==> src/rtl/pwm_audio_tx.sv <==
// pwm_audio_tx: playback output stage. Pulls unsigned PCM samples over a
// valid/ready handshake and plays each one as REPEAT periods of registered
// PWM. It also drives the amplifier enable.
module pwm_audio_tx #(
    parameter int unsigned DATA_WIDTH = 8,
    parameter int unsigned REPEAT     = 4
) (
    input  logic                  clock_i,
    input  logic                  reset_i,
    input  logic                  play_i,
    input  logic [DATA_WIDTH-1:0] sample_data_i,
    input  logic                  sample_valid_i,
    output logic                  sample_ready_o,
    output logic                  pwm_out_o,
    output logic                  amp_en_o,
    output logic                  underrun_o,
    output logic                  active_o
);

    localparam int unsigned REP_W = (REPEAT > 1) ? $clog2(REPEAT) : 1;
    localparam logic [DATA_WIDTH-1:0] CNT_MAX  = '1;
    localparam logic [DATA_WIDTH-1:0] CNT_PRE  = DATA_WIDTH'((2 ** DATA_WIDTH) - 2);
    localparam logic [DATA_WIDTH-1:0] SILENCE  = DATA_WIDTH'(2 ** (DATA_WIDTH - 1));
    localparam logic [REP_W-1:0]      REP_LAST = REP_W'(REPEAT - 1);

    typedef enum logic [1:0] {
        IDLE  = 2'd0,
        PRIME = 2'd1,
        PLAY  = 2'd2
    } state_t;

    state_t                  state_q;
    logic [DATA_WIDTH-1:0]   pwm_cnt_q;
    logic [REP_W-1:0]        rep_cnt_q;
    logic [DATA_WIDTH-1:0]   duty_q;
    logic                    ready_q;
    logic                    pwm_q;
    logic                    amp_q;
    logic                    underrun_q;

    logic                    at_boundary;
    logic                    pre_boundary;
    logic                    xfer;

    // Window position decode: last cycle of a window, and the cycle just before it.
    assign at_boundary  = (state_q == PLAY) && (pwm_cnt_q == CNT_MAX) && (rep_cnt_q == REP_LAST);
    assign pre_boundary = (state_q == PLAY) && (pwm_cnt_q == CNT_PRE) && (rep_cnt_q == REP_LAST);

    // ready_q is registered one cycle ahead. The play level gates it so that
    // nothing is offered or accepted in a cycle where playback is stopping.
    assign sample_ready_o = ready_q & play_i;
    assign xfer           = sample_valid_i & sample_ready_o;

    assign pwm_out_o  = pwm_q;
    assign amp_en_o   = amp_q;
    assign active_o   = amp_q;
    assign underrun_o = underrun_q;

    // Control FSM, counters, duty latch and registered outputs.
    always_ff @(posedge clock_i) begin
        if (reset_i) begin
            state_q    <= IDLE;
            pwm_cnt_q  <= '0;
            rep_cnt_q  <= '0;
            duty_q     <= SILENCE;
            ready_q    <= 1'b0;
            pwm_q      <= 1'b0;
            amp_q      <= 1'b0;
            underrun_q <= 1'b0;
        end else begin
            ready_q    <= 1'b0;
            pwm_q      <= 1'b0;
            amp_q      <= 1'b0;
            underrun_q <= 1'b0;
            unique case (state_q)
                IDLE: begin
                    pwm_cnt_q <= '0;
                    rep_cnt_q <= '0;
                    if (play_i) begin
                        state_q <= PRIME;
                        ready_q <= 1'b1;
                    end
                end
                PRIME: begin
                    pwm_cnt_q <= '0;
                    rep_cnt_q <= '0;
                    if (!play_i) begin
                        state_q <= IDLE;
                    end else if (xfer) begin
                        duty_q  <= sample_data_i;
                        state_q <= PLAY;
                        amp_q   <= 1'b1;
                    end else begin
                        ready_q <= 1'b1;
                    end
                end
                PLAY: begin
                    if (!play_i) begin
                        // Stop immediately; the partial window is dropped.
                        state_q   <= IDLE;
                        pwm_cnt_q <= '0;
                        rep_cnt_q <= '0;
                    end else begin
                        amp_q     <= 1'b1;
                        pwm_q     <= (pwm_cnt_q < duty_q);
                        pwm_cnt_q <= pwm_cnt_q + 1'b1;
                        ready_q   <= pre_boundary;
                        if (pwm_cnt_q == CNT_MAX) begin
                            rep_cnt_q <= (rep_cnt_q == REP_LAST) ? '0 : rep_cnt_q + 1'b1;
                        end
                        if (at_boundary) begin
                            if (xfer) begin
                                duty_q <= sample_data_i;
                            end else begin
                                duty_q     <= SILENCE;
                                underrun_q <= 1'b1;
                            end
                        end
                    end
                end
                default: begin
                    state_q   <= IDLE;
                    pwm_cnt_q <= '0;
                    rep_cnt_q <= '0;
                end
            endcase
        end
    end

endmodule

==> config.mk <==
export PLATFORM = sky130hd
export DESIGN_NAME = pwm_audio_tx
export DESIGN_NICKNAME = d
export VERILOG_FILES = /design/src/rtl/pwm_audio_tx.sv
export SDC_FILE = /design/constraint.sdc
export NUM_CORES = 1
export LEC_CHECK = 0
export BUFFER_PORTS_ARGS = -buffer_cell sky130_fd_sc_hd__buf_2
export CORE_MARGIN = 5
export CORE_UTILIZATION = 50
export DETAILED_ROUTE_END_ITERATION = 7
export PLACE_DENSITY = 0.73
export SLEW_MARGIN = 20
export SYNTH_ARGS = -nofsm -noshare
export SYNTH_HDL_FRONTEND = slang
export SYNTH_SLANG_ARGS = --single-unit
==> constraint.sdc <==
create_clock -name clock_i -period 1.55 [get_ports clock_i]
set_input_delay 0.0775 -clock clock_i [delete_from_list [all_inputs] [get_ports clock_i]]
set_output_delay 0.0775 -clock clock_i [all_outputs]
set_load 0.02 [all_outputs]
* Yosys cells after proc, flatten, opt, wreduce, memory -nomap -nowiden *
Index checks and enable logic that the tools add are counted.

word-level totals
  word-level logic and storage cells = 58
  bits of input ports = 12
  output and inout bits = 5
  register bits after elaboration = 24

operators by class
  order comparisons = 1
  bitwise operators = 5
  muxes and demuxes = 20
  $add $sub $neg = 2
  reduce and logical (&&, ||, !) cells = 10
  equality and inequality tests = 12

operators with widths
  cell                   count
  $mux W8                5
  $eq A8 B8 Y1 const B   2
  $pmux W8 S2            1
  $ne A2 B2 Y1 const B   6
  $mux W2                5
  $add A8 B1 Y8 const B  1
  $lt A8 B8 Y1           1
  $mux W1                6
  $pmux W2 S3            1
  $reduce_and A5 Y1      1
  $eq A2 B2 Y1 const B   2
  $logic_and A1 B1 Y1    4
  $reduce_or A4 Y1       1
  $ne A3 B3 Y1 const B   1
  $not A1 Y1             3
  $pmux W1 S3            1
  $reduce_and A3 Y1      1
  $reduce_or A3 Y1       1
  $add A2 B1 Y2 const B  1
  $and A1 B1 Y1          2
  $eq A2 B1 Y1 const B   1
  $logic_not A2 Y1       1
  $pmux W1 S2            1
  $reduce_bool A2 Y1     1

* Logic depth before layout (Yosys ltp) *
  depth after elaboration = 6
  mapped depth = 7

* Worst setup path before layout *
Ideal clock, no wire load.

  path kind = register to register
  start point = register state_q[0]
  end point = register duty_q[0]
  stages on the path, launching flop included = 8
  path slack = -0.007 ns
  arrival = 1.427 ns
  period minus slack after synthesis = 1.557 ns
  required time = 1.420 ns
  path buffers = 1
  cells stage by stage = dfxtp_1 > inv_1 > ha_1 > buf_4 > mux2i_1 > nor3_1 > o21ai_4 > mux2i_1

between the ends
  cells in the longest elaborated chain, start to end = 5
  elaborated cells between the ends (all ways) = 11
  classes of those cells = eq/ne (6); mux (1); reduce/logical (4)

ends and longest elaborated chain
  what                                line    text
  start, declared                     32      state_t state_q;
  start signal, assigned              62      state_q <= IDLE;
  start signal, assigned              80      state_q <= PRIME;
  start signal, assigned              88      state_q <= IDLE;
  $eq A2 B2 Y1                        46, 75
  $logic_and A1 B1 Y1 (2 in a row)    46      assign at_boundary = (state_q == PLAY) && (pwm_cnt_q == CNT_MAX) && (rep_cnt_q == REP_LAST);
  $ne A2 B2 Y1 (no source line)       n/a
  $reduce_and A5 Y1 (no source line)  n/a
  end signal, assigned                90      duty_q <= sample_data_i;
  end signal, assigned                113     duty_q <= sample_data_i;
  end, declared                       35      logic [DATA_WIDTH-1:0] duty_q;

Parallel ways exist; a longest one is shown, timed or not.
A chain may end at the register's enable or synchronous reset.

* Worst setup path after layout *
  start point = register state_q[0]
  end point = register duty_q[6]

Same word-level chain as after synthesis.

==> results.py <==
metrics = {
    "run_status": {
        "status": "finished, final reports clean",
    },
    "timing": {
        "rsz0062_at_grt": "yes",
        "period_share_pct": 96.8,
        "setup_viol": 0,
        "tightest_slew_ns": 0.364,
        "hold_viol": 0,
        "clock-skew-final_ns": 0.00315,
        "fin_crit_ns": 1.50,
        "maxSlewViolCount": 0,
        "slew_headroom_pct": 75.6,
        "fmax_ghz": 0.666,
    },
    "critical_path": {
        "crit_cells": 7,
        "cp-end-kind": "flip-flop",
        "critical-path-max-stage-delay_ns": 0.37,
        "crit_buf_inv": 2,
        "r2r_start": "state_q[0]$_SDFFE_PP0P_",
        "start_kind": "flip-flop",
        "r2r_slack_ns": 0.05,
        "cp_data_required_time_ns": 1.74,
        "crit_type": "reg2reg",
        "reg2reg_depth": 7,
        "crit_slowest_cell": "dfxtp_2",
        "cp-startpoint": "state_q[0]$_SDFFE_PP0P_",
        "critPathMaxFanout": 8,
        "crit_family": "flip-flops",
        "arrival_ns": 1.69,
        "path_cells": "inv_2, ha_4, buf_6, mux2i_2, nor3_2, o21ai_4, mux2i_1",
        "r2r_end": "duty_q[6]$_SDFFE_PP0P_",
    },
    "logic_synthesis": {
        "ys_top_cells_by_area": "dfxtp_1, ha_1, mux2i_1",
        "synth_area_sq_um": 1290,
        "ys_types": 36,
        "synth_top_area_share_pct": 37.2,
        "avgSynthCellArea_sq_um": 9.35,
        "syn-num-nets": 164,
        "ys_ff_latch": 24,
        "synth_top_area_cell": "dfxtp_1",
        "yosysWarnings": 0,
        "netlist_instances": 138,
        "ys_seq_area_share_pct": 37.2,
    },
    "cells_and_area": {
        "fin_nets": 198,
        "final_common_cell": "dfxtp_1",
        "syn2layout_area_growth_pct": 23.7,
        "mostFrequentLayoutCells": "dfxtp_1, buf_2, ha_1",
        "num_antenna_cells": 0,
        "fin_util_pct": 64.4,
        "layout-drive-gt1-share_pct": 30.6,
        "fin_cells": 200,
    },
    "clocking": {
        "htree_levels": 1,
        "cts_sinks": 24,
        "path_clk_slew_ns": 0.12,
        "clockBufferDepth": 2,
        "root_buffer": "clkbuf_4",
        "cts_buffers": 3,
        "clock_latency_ns": 0.31,
        "tritoncts": "yes",
    },
    "worst_hold_path": {
        "hold_path_startpoint": "sample_data_i[6]",
        "hp-class": "in2reg",
        "whs_path_depth": 3,
        "hold_end": "duty_q[6]$_SDFFE_PP0P_",
    },
    "placed_design": {
        "dp_cells": 191,
        "port_buffers": 16,
        "dpl.hpwl_um": 2040,
        "gp_congestion": 0.892,
    },
    "routing": {
        "wl_per_cell_um": 13.3,
        "via_per_inst": 5.36,
        "ant_nets": 0,
        "drc": 0,
        "dr.pass1.iters": 4,
        "wl_um": 2670,
        "drt_iter0_markers": 30,
        "num_vias": 1071,
    },
    "floorplan": {
        "die_x_um": 60.8,
        "core_sq_um": 2480,
        "fp-row-count": 18,
        "initial_utilization_pct": 52.1,
        "io_pins": 17,
        "die_height_um": 60.8,
        "die_area_sq_um": 3700,
    },
    "global_routing": {
        "grt_pass1_wl_um": 4350,
        "grt_pass1_vias": 1040,
        "antenna_found_initial": 0,
        "overflow": 0,
        "track_usage_pct": 15.6,
        "grt_max_degree": 15,
    },
    "pwr": {
        "p_leak_nw": 0.730,
        "power.density_nw_per_um2": 679,
        "total_power_mw": 1.08,
        "ir_drop_v": 0.000657,
    },
    "flow_run": {
        "cap_violations": 0,
    },
}
[how the worst max path moves through the flow]
| stage | endpoint | slack [ns] |
|---|---|---|
| 6_report | duty_q[6]$_SDFFE_PP0P_ | 0.05 |
| 5_1_grt | duty_q[6]$_SDFFE_PP0P_ | -0.009 |
| 4_1_cts | duty_q[6]$_SDFFE_PP0P_ | 0.003 |
| 2_1_floorplan | pwm_out_o$_SDFF_PP0_ | 0.001 |
| 3_5_place_dp | duty_q[0]$_SDFFE_PP0P_ | -0.1 |
| 3_3_place_gp | duty_q[5]$_SDFFE_PP0P_ | 0.02 |
[through the flow]
| stage | area, sq um | hold slack, ns | setup TNS, ns | setup WS, ns |
|---|---|---|---|---|
| floorplan | 1290 | 0.216 | 0 | 0.00146 |
| global placement | 1470 | 0.322 | 0 | 0.0180 |
| detailed placement | 1470 | 0.331 | -0.713 | -0.0955 |
| CTS | 1570 | 0.00877 | 0 | 0.00292 |
| global route | 1600 | 0.00702 | -0.0112 | -0.00910 |
| finish | 1600 | 0.0196 | 0 | 0.0492 |
[what timing repair did]
item | CTS | global route
hold endpoints to repair | 4 | 0
buffers inserted | 1 | 1
resized for setup | 8 | 5
setup endpoints to repair | 9 | 8
hold buffers | 4 | 0
pin swaps | 1 | 2
[where the power goes]
group | switching (mW) | internal (mW)
registers | 0.0120 | 0.633
logic | 0.0876 | 0.0864
clock network | 0.174 | 0.0907
[cell type report]
| class | instances | area [sq um] |
|---|---|---|
| Tap cell | 30 | 37.5 |
| Timing Repair Buffer | 33 | 225 |
| Clock buffer | 3 | 22.5 |
| Multi-Input combinational cell | 98 | 778 |
| Fill cell | 213 | 882 |
| Inverter | 12 | 45.0 |
| Sequential cell | 24 | 487 |
[layer usage]
| metal | track usage [%] | part of all wire, % | vias to the layer above | wire length, um |
|---|---|---|---|---|
| met5 | 0 | 0 | - | 0 |
| met4 | 6.50 | 1.9 | 0 | 51 |
| met3 | 2.98 | 4.3 | 6 | 114 |
| met2 | 27.5 | 51 | 21 | 1350 |
| met1 | 18.3 | 43 | 503 | 1150 |
| li1 | - | - | 541 | - |
[cells in the mapped netlist, drive strengths merged]
master,number
nor2b,1
nand4,3
or3,3
a21oi,4
o2111ai,1
buf,3
inv,12
xnor2,1
nand3,5
a211oi,1
nand2b,8
dfxtp,24
xor2,5
and2,1
or3b,1
a211o,1
a2111oi,1
ha,14
and4,2
a21boi,2
nor2,11
nor3,3
a31oi,3
nand2,10
clkbuf,1
a21o,1
mux2i,10
o31a,1
and3,2
o21ai,3
[logic make-up (layout without fill, tap and decap cells)]
| logic type | Yosys count | in the layout | synth area share (%) |
|---|---|---|---|
| simple gates | 50 | 50 | 21.4 |
| flops | 24 | 24 | 37.2 |
| compound gates | 18 | 18 | 10.6 |
| buf+inv | 16 | 48 | 5.33 |
| fa+ha+maj | 14 | 14 | 13.6 |
| mux | 10 | 10 | 7.76 |
| xor+xnor | 6 | 6 | 4.07 |
[state kept, by name, summed over array words and instances (netlist names)]
| signal | flops |
|---|---|
| underrun_o | 1 |
| active_o | 1 |
| state_q | 2 |
| pwm_out_o | 1 |
| ready_q | 1 |
| rep_cnt_q | 2 |
| duty_q | 8 |
| pwm_cnt_q | 8 |
[worst register-to-register path, cell delays in order (launching register included)]
cell and delay, ns:
dfxtp_2 0.37, inv_2 0.06, ha_4 0.16, buf_6 0.12
mux2i_2 0.15, nor3_2 0.20, o21ai_4 0.17, mux2i_1 0.16
No activity file was read; power rests on OpenSTA's default activity.
